==> config.mk <==
export PLATFORM = sky130hd
export DESIGN_NAME = serial_port_router
export DESIGN_NICKNAME = d
export VERILOG_FILES = /design/src/rtl/serial_port_router.sv
export SDC_FILE = /design/constraint.sdc
export NUM_CORES = 1
export LEC_CHECK = 0
export CAP_MARGIN = 40
export CELL_PAD_IN_SITES_DETAIL_PLACEMENT = 0
export CELL_PAD_IN_SITES_GLOBAL_PLACEMENT = 1
export CORE_ASPECT_RATIO = 0.9
export CORE_MARGIN = 2
export CORE_UTILIZATION = 29
export CTS_CLUSTER_SIZE = 14
export DETAILED_ROUTE_END_ITERATION = 6
export GPL_ROUTABILITY_DRIVEN = 0
export MAX_ROUTING_LAYER = met4
export PLACE_DENSITY_LB_ADDON = 0.25
export SYNTH_ARGS = -nofsm -noshare
export SYNTH_HDL_FRONTEND = slang
export SYNTH_SLANG_ARGS = --single-unit
==> constraint.sdc <==
create_clock -name clk -period 5.6 [get_ports clk]
set_clock_uncertainty 0.2 [all_clocks]
set_input_delay 1.68 -clock clk [delete_from_list [all_inputs] [get_ports clk]]
set_output_delay 1.68 -clock clk [all_outputs]
set_load 0.02 [all_outputs]
==> src/rtl/serial_port_router.sv <==
// Serial frame router: decodes a port/length header from a bit stream and steers
// the payload bits onto one of 2**PORT_W output channels, with optional even parity.
module serial_port_router #(
    parameter int unsigned PORT_W    = 2,
    parameter int unsigned LEN_W     = 4,
    parameter bit          PARITY_EN = 1'b1
) (
    input  logic                     clk,
    input  logic                     rst,
    input  logic                     en_i,
    input  logic                     ser_in_i,
    output logic [(2**PORT_W)-1:0]   port_data_o,
    output logic [(2**PORT_W)-1:0]   port_valid_o,
    output logic [PORT_W-1:0]        cur_port_o,
    output logic [LEN_W-1:0]         cur_len_o,
    output logic                     busy_o,
    output logic                     done_o,
    output logic                     err_o
);

    localparam int unsigned N_PORTS = 2 ** PORT_W;
    localparam int unsigned CNT_W   = (PORT_W > LEN_W) ? PORT_W : LEN_W;

    typedef enum logic [2:0] {
        S_IDLE,
        S_HDR_PORT,
        S_HDR_LEN,
        S_PAYLOAD,
        S_PARITY,
        S_DONE
    } state_e;

    state_e               state_q;
    logic [CNT_W-1:0]     cnt_q;
    logic                 par_q;
    logic [PORT_W-1:0]    cur_port_q;
    logic [LEN_W-1:0]     cur_len_q;
    logic [N_PORTS-1:0]   port_data_q;
    logic [N_PORTS-1:0]   port_valid_q;
    logic                 busy_q;
    logic                 done_q;
    logic                 err_q;

    logic [PORT_W-1:0]    port_shift_d;
    logic [LEN_W-1:0]     len_shift_d;
    logic [N_PORTS-1:0]   port_sel_d;
    logic                 last_bit_d;

    // Header fields shift in MSB-first; the counter marks the last bit of each field.
    assign port_shift_d = PORT_W'({cur_port_q, ser_in_i});
    assign len_shift_d  = LEN_W'({cur_len_q, ser_in_i});
    assign port_sel_d   = N_PORTS'(1) << cur_port_q;
    assign last_bit_d   = (cnt_q == '0);

    always_ff @(posedge clk or posedge rst) begin
        if (rst) begin
            state_q      <= S_IDLE;
            cnt_q        <= '0;
            par_q        <= 1'b0;
            cur_port_q   <= '0;
            cur_len_q    <= '0;
            port_data_q  <= '0;
            port_valid_q <= '0;
            busy_q       <= 1'b0;
            done_q       <= 1'b0;
            err_q        <= 1'b0;
        end else begin
            // Strobes last a single clk regardless of how long en stays high.
            port_data_q  <= '0;
            port_valid_q <= '0;
            done_q       <= 1'b0;
            err_q        <= 1'b0;
            if (en_i) begin
                case (state_q)
                    S_IDLE: begin
                        if (!ser_in_i) begin
                            state_q <= S_HDR_PORT;
                            cnt_q   <= CNT_W'(PORT_W - 1);
                            par_q   <= 1'b0;
                            busy_q  <= 1'b1;
                        end
                    end
                    S_HDR_PORT: begin
                        cur_port_q <= port_shift_d;
                        par_q      <= par_q ^ ser_in_i;
                        if (last_bit_d) begin
                            state_q <= S_HDR_LEN;
                            cnt_q   <= CNT_W'(LEN_W - 1);
                        end else begin
                            cnt_q <= cnt_q - CNT_W'(1);
                        end
                    end
                    S_HDR_LEN: begin
                        cur_len_q <= len_shift_d;
                        par_q     <= par_q ^ ser_in_i;
                        if (last_bit_d) begin
                            if (len_shift_d != '0) begin
                                state_q <= S_PAYLOAD;
                                cnt_q   <= CNT_W'(len_shift_d) - CNT_W'(1);
                            end else if (PARITY_EN) begin
                                state_q <= S_PARITY;
                                cnt_q   <= '0;
                            end else begin
                                state_q <= S_DONE;
                                cnt_q   <= '0;
                                done_q  <= 1'b1;
                            end
                        end else begin
                            cnt_q <= cnt_q - CNT_W'(1);
                        end
                    end
                    S_PAYLOAD: begin
                        port_valid_q <= port_sel_d;
                        port_data_q  <= ser_in_i ? port_sel_d : '0;
                        par_q        <= par_q ^ ser_in_i;
                        if (last_bit_d) begin
                            cnt_q <= '0;
                            if (PARITY_EN) begin
                                state_q <= S_PARITY;
                            end else begin
                                state_q <= S_DONE;
                                done_q  <= 1'b1;
                            end
                        end else begin
                            cnt_q <= cnt_q - CNT_W'(1);
                        end
                    end
                    S_PARITY: begin
                        state_q <= S_DONE;
                        cnt_q   <= '0;
                        done_q  <= 1'b1;
                        err_q   <= PARITY_EN & (par_q ^ ser_in_i);
                    end
                    S_DONE: begin
                        // A zero here is the start bit of a back-to-back frame.
                        if (!ser_in_i) begin
                            state_q <= S_HDR_PORT;
                            cnt_q   <= CNT_W'(PORT_W - 1);
                            par_q   <= 1'b0;
                        end else begin
                            state_q <= S_IDLE;
                            cnt_q   <= '0;
                            busy_q  <= 1'b0;
                        end
                    end
                    default: begin
                        state_q <= S_IDLE;
                        cnt_q   <= '0;
                        busy_q  <= 1'b0;
                    end
                endcase
            end
        end
    end

    assign port_data_o  = port_data_q;
    assign port_valid_o = port_valid_q;
    assign cur_port_o   = cur_port_q;
    assign cur_len_o    = cur_len_q;
    assign busy_o       = busy_q;
    assign done_o       = done_q;
    assign err_o        = err_q;

endmodule

==> impl_metrics.ini <==
[place]
place_hpwl_um = 2110
dp_slack_ns = 1.53
placed_area_um2 = 1590
dp.cells = 207
io_buffers = 20

[worst_setup_path]
start_kind = input port
cp.arrival_ns = 3.70
cp_max_fo = 13
critical_path_required_ns = 5.52
crit_path_end_kind = flop
crit_type = in2reg

[sta]
final_max_slew_viol_count = 0
layout_setup_ws_ns = 1.82
grt_setup_unrepaired = false
final.period_utilization = 0.675
relSlewSlack = 0.587
final_hold_viol_count = 0
worst-slew-pin-transition_ns = 0.620
final-setup-viol-count = 0
fmax_mhz = 265
tns_ns = 0
period_needed_ns = 3.78

[final_layout]
fin_cells = 211
multi_input_area_um2 = 633
antenna_cells = 0
nets = 158
nFillCells = 424
area_growth_syn_to_layout_pct = 24.2
fin_area_um2 = 1640
fin_util = 0.372
layout-drive-gt1-share = 0.0872
regArea_um2 = 626

[run_status]
run_status = finished clean

[die]
die_y_um = 68.0
initial_core_util = 0.300
io_pins = 21
die_w_um = 75.1
num_rows = 23
core_area_um2 = 4400
die_area_um2 = 5110

[synth]
syn_nets = 140
yosys_warnings = 0
ys_types = 43
avgSynthCellArea_um2 = 10.0
synth_edf_count = 0
synthArstFlopShare = 1.00
synth_area_um2 = 1320
synth-seq-cells = 25
synth_cells = 132
ys_seq_area_frac = 0.474
synth-main-ff-cell = dfrtp_1

[route]
ant_nets = 0
drtIter0Drc = 62
drc_errors = 0
wl_per_cell_um = 13.7
wl_um = 2880
vias_per_cell = 4.86
dr.pass1.iters = 4
vias = 1026

[cts]
cts_max_level = 1
cts_max_path_buffers = 2
cts-hold-fix-buffers = 0
clock-sinks = 25
clkLatencyLatePin_ns = 0.27
cts_buffers = 3
post_cts_buffers = 0
ctsResizeCount = 0
cts-root-buf = clkbuf_8
cts_tree = yes
clkSlewWorstSetupHoldPaths_ns = 0.09

[grt]
grt.total_usage = 0.133
grt_pass1_wl_um = 5060
antenna_found_initial = 0
grt_start_max_net_pins = 19
grt-ovfl-total = 0
grt_pass1_vias = 1066

[run]
max_cap_violations = 0

[power]
power_density_nw_per_um2 = 519
peakVddDrop_v = 0.000204
p_leak_nw = 0.669

[worst_hold_path]
hold_class = reg2reg
[area by class of cell]
type                    instances  share of cell area
clock buffers                   3              0.0252
clock inverters                 1             0.00458
inverters                       7              0.0160
multi-input cells              92               0.386
flip-flops and latches         25               0.382
well taps                      62              0.0473
repair buffers                 21               0.139
[placed cells by master, fill, tap and decap left out, types with 3 or more instances in the layout]
master	instances
a21o_1	3
a21oi_1	6
clkbuf_8	3
clkdlybuf4s50_1	20
dfrtp_1	25
ha_1	4
inv_1	7
mux2_1	3
nand2_1	6
nand2b_1	6
nand3b_1	3
nor2_1	13
nor3_1	8
o21ai_0	4
o21ai_1	3
[power by group]
part	internal, mW	leakage [nW]	switching [mW]
Combinational	0.199	0.327	0.200
Clock	0.0505	0.0217	0.0605
Sequential	0.237	0.320	0.105
Total	0.486	0.669	0.365
[final timing paths]
kind	startpoint	end	slack [ns]	cells after the start
min in group asynchronous	rst	done_o$_DFF_PP0_	1.51	2
worst min register to register	cur_len_o[3]$_DFFE_PP0P_	cur_len_o[3]$_DFFE_PP0P_	0.30	1
worst max register to register	cnt_q[0]$_DFFE_PP0P_	cnt_q[0]$_DFFE_PP0P_	3.57	6
max in group asynchronous	rst	cur_len_o[1]$_DFFE_PP0P_	3.25	3
worst max-delay path	ser_in_i	cnt_q[0]$_DFFE_PP0P_	1.82	7
worst min-delay path	cur_len_o[3]$_DFFE_PP0P_	cur_len_o[3]$_DFFE_PP0P_	0.30	1
[sequential cells by signal (all words and copies together) (netlist names)]
register	flops
state_q	3
cur_len_o	4
port_data_o	4
cur_port_o	2
port_valid_o	4
err_o	1
cnt_q	4
busy_o	1
par_q	1
done_o	1
[synth_stat cells (2+ instances only)]
| master | count | share of area |
|---|---|---|
| nand2_1 | 6 | 0.017 |
| a31oi_1 | 2 | 0.0095 |
| nor3_1 | 8 | 0.030 |
| xnor2_1 | 2 | 0.013 |
| clkbuf_1 | 3 | 0.0085 |
| nand3b_1 | 3 | 0.017 |
| nand2b_1 | 6 | 0.028 |
| nor3b_1 | 2 | 0.011 |
| o21ai_1 | 3 | 0.011 |
| inv_1 | 7 | 0.020 |
| buf_2 | 4 | 0.015 |
| a21o_1 | 3 | 0.017 |
| a21oi_1 | 6 | 0.023 |
| nor2_1 | 13 | 0.037 |
| dfrtp_1 | 25 | 0.47 |
| mux2_1 | 3 | 0.026 |
| mux2_2 | 2 | 0.017 |
| o21ai_0 | 4 | 0.015 |
| ha_1 | 4 | 0.038 |
| a221oi_1 | 2 | 0.013 |
| or2_1 | 2 | 0.0095 |
[critical path, stage by stage]
cell and delay, ns:
clkdlybuf4s50_1 0.65, inv_1 0.21, ha_1 0.18, nor3b_1 0.44, o311ai_1 0.14, a221oi_1 0.33
a311oi_2 0.06
[per-stage QoR]
step	total power [mW]	hold WS, ns
after floorplan	0.615	0.297
after global placement	0.735	0.276
after detailed placement	0.746	0.286
after CTS	0.862	0.311
after global routing	0.927	0.355
final	0.851	0.305
[logic make-up after synthesis]
| family | synth area share |
|---|---|
| buffers and inverters | 0.0464 |
| xor gates and xnor gates | 0.0199 |
| and+or+nand+nor | 0.191 |
| AOI/OAI and AO/OA | 0.180 |
| DFF | 0.474 |
| muxes | 0.0502 |
| adders and majority gates | 0.0379 |
[metal layers]
layer  wire (µm)  GRT usage  part of all wire
met5           0          -                 0
met4          47     0.0536             0.016
met1        1410      0.184              0.49
met2        1340      0.194              0.47
met3          76     0.0221             0.026
(Power assumes the default switching activity.)
==> RTL edit 1 (config.mk and constraints unchanged) <==
Set the parameter `PARITY_EN` to 1'b0 (it was 1'b1).
--- a/src/rtl/serial_port_router.sv
+++ b/src/rtl/serial_port_router.sv
@@ -3,7 +3,7 @@
 module serial_port_router #(
     parameter int unsigned PORT_W    = 2,
     parameter int unsigned LEN_W     = 4,
-    parameter bit          PARITY_EN = 1'b1
+    parameter bit          PARITY_EN = 1'b0
 ) (
     input  logic                     clk,
     input  logic                     rst,
Function: changed (a bounded check fails within 10 cycles, from zero or initial values and one cycle with rst high).
==> RTL edit 1 against the unedited design <==
Wire length decreased by 5.9%; final cell count down 12%; final area shrank 12%; sequential cell count fell by 2; area after synthesis down 9.9%; sequential share of layout area is 1.7 points higher; setup slack gained 370 ps; hold slack got worse by 12 ps; register-to-register slack about the same; total power is 11% lower; core utilization fell by 1.3 points; critical endpoint is now cur_len_o[1]; largest cell class is now sequential cells.
==> RTL edit 1: results (changes against the unedited design) <==
run_status:
  status: "finished, final reports clean"
clocking:
  clk_pin_slew_ps: 80
  cts-root-buf: "clkbuf_8"
  clkLatencyLatePin_ps: 260
  clock_path_buffers: 2  # unchanged
  cts_resized: 0  # unchanged
  post_cts.repair.setup_buffers: 0  # unchanged
  cts-htree-levels: 1  # unchanged
  cts-buffers-inserted: 3  # unchanged
placed_design:
  port_buffers: 19  # -5.0%
  dp_hpwl_mm: 1.94  # -8.0%
  dp_cells: 181  # -13%
logic_synthesis:
  synth_ff_type: "dfrtp_1"
  synth_top_area_frac: 0.484  # +0.00977
  synth_cell_types: 42  # -2.3%
  synth-async-reset-ratio: 1.00  # unchanged
  synth_seq_area_share: 0.484  # +0.00977
  yosys-top-cells-count: "dfrtp_1, nor2_1, o21ai_0, nand2_1, nor3_1"
  syn_nets: 128  # -8.6%
  synth_mux_area_frac: 0.0568  # +0.00655
  postSynthCellCount: 123  # -6.8%
  synthAdderAreaFrac: 0.0105  # -0.0274
  synth-compound-area-share: 0.179  # -0.00134
  synth.area.top_cells: "dfrtp_1, o21ai_0, mux2_1, nor2_1, nor3_1"
  synth_xor_area_frac: 0.00736  # -0.0125
route:
  totalWireLength_mm: 2.71  # -5.9%
  via_per_inst: 5.25  # +7.9%
  firstDrtPassIters: 4  # unchanged
  drtIter0Drc: 65  # +4.8%
finish:
  fin_cells: 185  # -12%
  drive_gt1_frac: 0.0730  # -0.0143
  nets: 143  # -9.5%
pwr:
  comb_power_uw: 335  # -16%
  p_seq_uw: 319  # -6.7%
  ir_drop_v: 0.000265  # +30%
  intPower_uw: 428  # -12%
  leakagePower_nw: 0.602  # -10%
global_route:
  grt_max_degree: 18  # -1
  grt_pass1_vias: 974  # -8.6%
  grt_usage: 0.135  # +0.00183
  grt_pass1_wl_mm: 4.82  # -4.8%
setup_path:
  reg2regPathDepth: 6  # unchanged
  endpoint: "cur_len_o[1]"
  crit_start: "en_i"
  crit_family: "buffers and inverters"
  critPathSlowestCell: "clkdlybuf4s50_1"
  r2r_start: "cnt_q[0]"
  rrSetupSlack_ps: 3570  # about the same
  critPathMaxFanout: 10  # -3
  worst_path_largest_cell_delay_ps: 700  # +50 ps
  rr_endpoint: "state_q[1]"
sta:
  slew-limit-headroom: 0.631  # +0.0442
  hold_violations: 0  # unchanged
-- RTL edit 1: worst min-delay path by stage --
stage / start / to / slack (ps) / cells after the start
floorplan: cnt_q[1] / cnt_q[1] / 270 / 2
global placement: cur_len_o[3] / cur_len_o[3] / 280 / 1
detailed placement: cur_len_o[3] / cur_len_o[3] / 280 / 1
CTS: cur_len_o[3] / cur_len_o[3] / 300 / 1
global route: cur_len_o[3] / cur_len_o[3] / 310 / 1
finish: cur_len_o[3] / cur_len_o[3] / 290 / 1
-- RTL edit 1: layout make-up --
type	instances	area (sq um)
Clock buffer	4	45.0
Fill cell	412	2570
Inverter	7	26.3
Multi-Input combinational cell	83	532
Sequential cell	23	576
Tap cell	48	60.1
Timing Repair Buffer	20	205
-- RTL edit 1: through the flow --
stage	worst slack, ps	area, sq um	util	power [mW]	hold WS [ps]
2_1_floorplan	2650	1190	-	0.551	272
3_3_place_gp	1970	1380	0.344	0.656	278
3_5_place_dp	1950	1400	0.348	0.655	279
4_1_cts	2220	1440	0.359	0.760	298
5_1_grt	2120	1440	0.359	0.822	314
6_report	2200	1440	0.359	0.757	293
-- RTL edit 1: logic make-up (layout without fill, tap and decap cells) --
group	after synthesis	count (layout)
muxes	6	6
DFF	23	23
adders and majority gates	1	1
buffers and inverters	17	31
AOI/OAI and AO/OA	33	33
and+or+nand+nor	41	41
xor gates and xnor gates	1	1
other	1	1
-- RTL edit 1: routing by layer --
layer  part of all wire  GRT usage  vias to the layer above  wire length (microns)
li1                   -          -                      461                      -
met1               0.52      0.198                      487                   1420
met2               0.44      0.192                       21                   1180
met3              0.034     0.0327                        2                     91
met4             0.0070     0.0212                        0                     19
met5                  0          -                        -                      0
==> RTL edit 2 (same settings) <==
Without the edit above. Encoding of `state_e`: now Gray code (3 bits for 6 states).
--- a/src/rtl/serial_port_router.sv
+++ b/src/rtl/serial_port_router.sv
@@ -22,12 +22,12 @@
     localparam int unsigned CNT_W   = (PORT_W > LEN_W) ? PORT_W : LEN_W;
 
     typedef enum logic [2:0] {
-        S_IDLE,
-        S_HDR_PORT,
-        S_HDR_LEN,
-        S_PAYLOAD,
-        S_PARITY,
-        S_DONE
+        S_IDLE     = 3'b000,
+        S_HDR_PORT = 3'b001,
+        S_HDR_LEN  = 3'b011,
+        S_PAYLOAD  = 3'b010,
+        S_PARITY   = 3'b110,
+        S_DONE     = 3'b111
     } state_e;
 
     state_e               state_q;
Formal check against the unedited RTL: no difference found for any inputs over 10 cycles, from zero or initial values and one cycle with rst high; not proved beyond that.
==> RTL edit 2 against the unedited design <==
Global-route usage shrank 0.93 points; sequential share of layout area grew 1.3 points; wire length shrank 6.1%; clock power shrank 5%; hold slack gained 9.5 ps; core utilization grew 0.94 points; total power shrank 7.5%; area after synthesis shrank 3.0%; setup slack lost 56 ps; sequential cell count is the same; highest routed layer unchanged; final area shrank 3.2%.
==> RTL edit 2: results (changes against the unedited design) <==
finish:
  nets: 157  # -0.63%
  diodes: 0  # unchanged
  drive_gt1_frac: 0.0933  # +0.00609
  n_fill_cell: 414  # -2.4%
global_route:
  grt_pass1_vias: 976  # -8.4%
  grt_usage: 0.124  # -0.00932
  use_met1: 0.159  # -0.0243
  use_met2: 0.196  # +0.00235
  grt.met3_usage: 0.0272  # +0.00514
  grt_pass1_wl_mm: 4.57  # -9.6%
  grt_max_degree: 23  # +4
clocking:
  cts_resized: 0  # unchanged
  clk_pin_slew_ps: 80
  clock_path_buffers: 2  # unchanged
pwr:
  switchingPower_uw: 328  # -10%
  leakagePower_nw: 0.657  # -1.9%
  comb_power_uw: 351  # -12%
  ir_drop_v: 0.000147  # -28%
  p_per_area_mw_per_mm2: 496  # -4.5%
  clk-power_uw: 105  # -5%
logic_synthesis:
  yosys-top-cells-count: "dfrtp_1, nand2_1, nor2_1, o21ai_0"
  synth-compound-area-share: 0.162  # -0.0178
  synth_mux_area_frac: 0.0430  # -0.00723
  yosysWarningCount: 0  # unchanged
  synth_seq_area_share: 0.489  # +0.0148
  synth_xor_area_frac: 0.0205  # +0.000623
  synth_enable_flop_cells: 0  # unchanged
  synthAdderAreaFrac: 0.0196  # -0.0184
  synth.area.top_cells: "dfrtp_1, nand2_1, o21ai_0, mux2_2, nor2_1"
  postSynthCellCount: 133  # +0.76%
  syn_nets: 139  # -0.71%
setup_path:
  critPathMaxFanout: 12  # -1
  worst_path_largest_cell_delay_ps: 740  # +90 ps
  cp.arrival_ps: 3820  # +120 ps
  r2r_start: "state_q[0]"
  rrSetupSlack_ps: 3570  # about the same
  rr_endpoint: "cnt_q[3]"
  reg2regPathDepth: 4  # -2
route:
  dr_wl_met2_mm: 1.26  # -6.5%
  via_per_inst: 4.97  # +2.2%
  drtIter0Drc: 63  # +1.6%
  totalWireLength_mm: 2.71  # -6.1%
  wl_met1_mm: 1.30  # -7.9%
  vias: 1044  # +1.8%
  firstDrtPassIters: 4  # unchanged
  routed.top_layer: "met4"
  wl_met3_microns: 129  # +70%
placed_design:
  placed_cell_area_sq_mm: 0.00154  # -3.1%
  dp_hpwl_mm: 1.94  # -8.0%
  pre_cts_ws_ps: 1500  # -29.1 ps
  dp_cells: 206  # -0.48%
worst_hold_path:
  hp-start: "cur_len_o[3]"
  hold_class: "register to register"
sta:
  hold_ws_ps: 314  # +9.53 ps
  slew-limit-headroom: 0.585  # -0.00165
run_status:
  status: "finished, final reports clean"
==> RTL edit 2: cell count changes after synthesis, sizes merged, moves of 2 or more <==
| cell | before | now |
|---|---|---|
| nand4 | 1 | 4 |
| ha | 4 | 2 |
| nor2 | 14 | 12 |
| nor3b | 3 | 1 |
| nand2 | 6 | 14 |
| nand3 | 1 | 3 |
| nor3 | 8 | 6 |
| a21o | 3 | 1 |
| nand2b | 6 | 4 |
| o21ai | 7 | 10 |
| nand3b | 3 | 1 |
==> RTL edit 2: worst register-to-register path, stage by stage, from the launching register on <==
cell      delay (ps)
dfrtp_1          750
nand2b_1         220
o31ai_2          130
or4_1            560
o211ai_1          90
==> RTL edit 2: final cells by class <==
cell class	instances	area, sq um	area share
flip-flops and latches	25	626	0.394
multi-input cells	94	591	0.372
repair buffers	21	228	0.144
well taps	60	75.1	0.0473
clock buffers	4	45.0	0.0284
inverters	6	22.5	0.0142
==> RTL edit 2: worst max-delay path by stage <==
stage,depth (start not counted),startpoint,end,slack [ps]
finish,7,ser_in_i,cnt_q[3],1770
global route,7,ser_in_i,cnt_q[3],1670
CTS,7,ser_in_i,cnt_q[3],1790
detailed placement,7,ser_in_i,cnt_q[3],1500
global placement,7,ser_in_i,cnt_q[3],1590
floorplan,7,ser_in_i,cnt_q[3],2180
==> RTL edit 2: kinds of logic (layout without fill, tap and decap cells) <==
family | after synthesis | count (layout)
AO/OA/AOI/OAI | 31 | 31
XOR/XNOR | 3 | 3
adder cells (fa/ha/maj) | 2 | 2
buffers and inverters | 14 | 31
flip-flops | 25 | 25
multiplexers | 5 | 5
AND/OR/NAND/NOR | 53 | 53
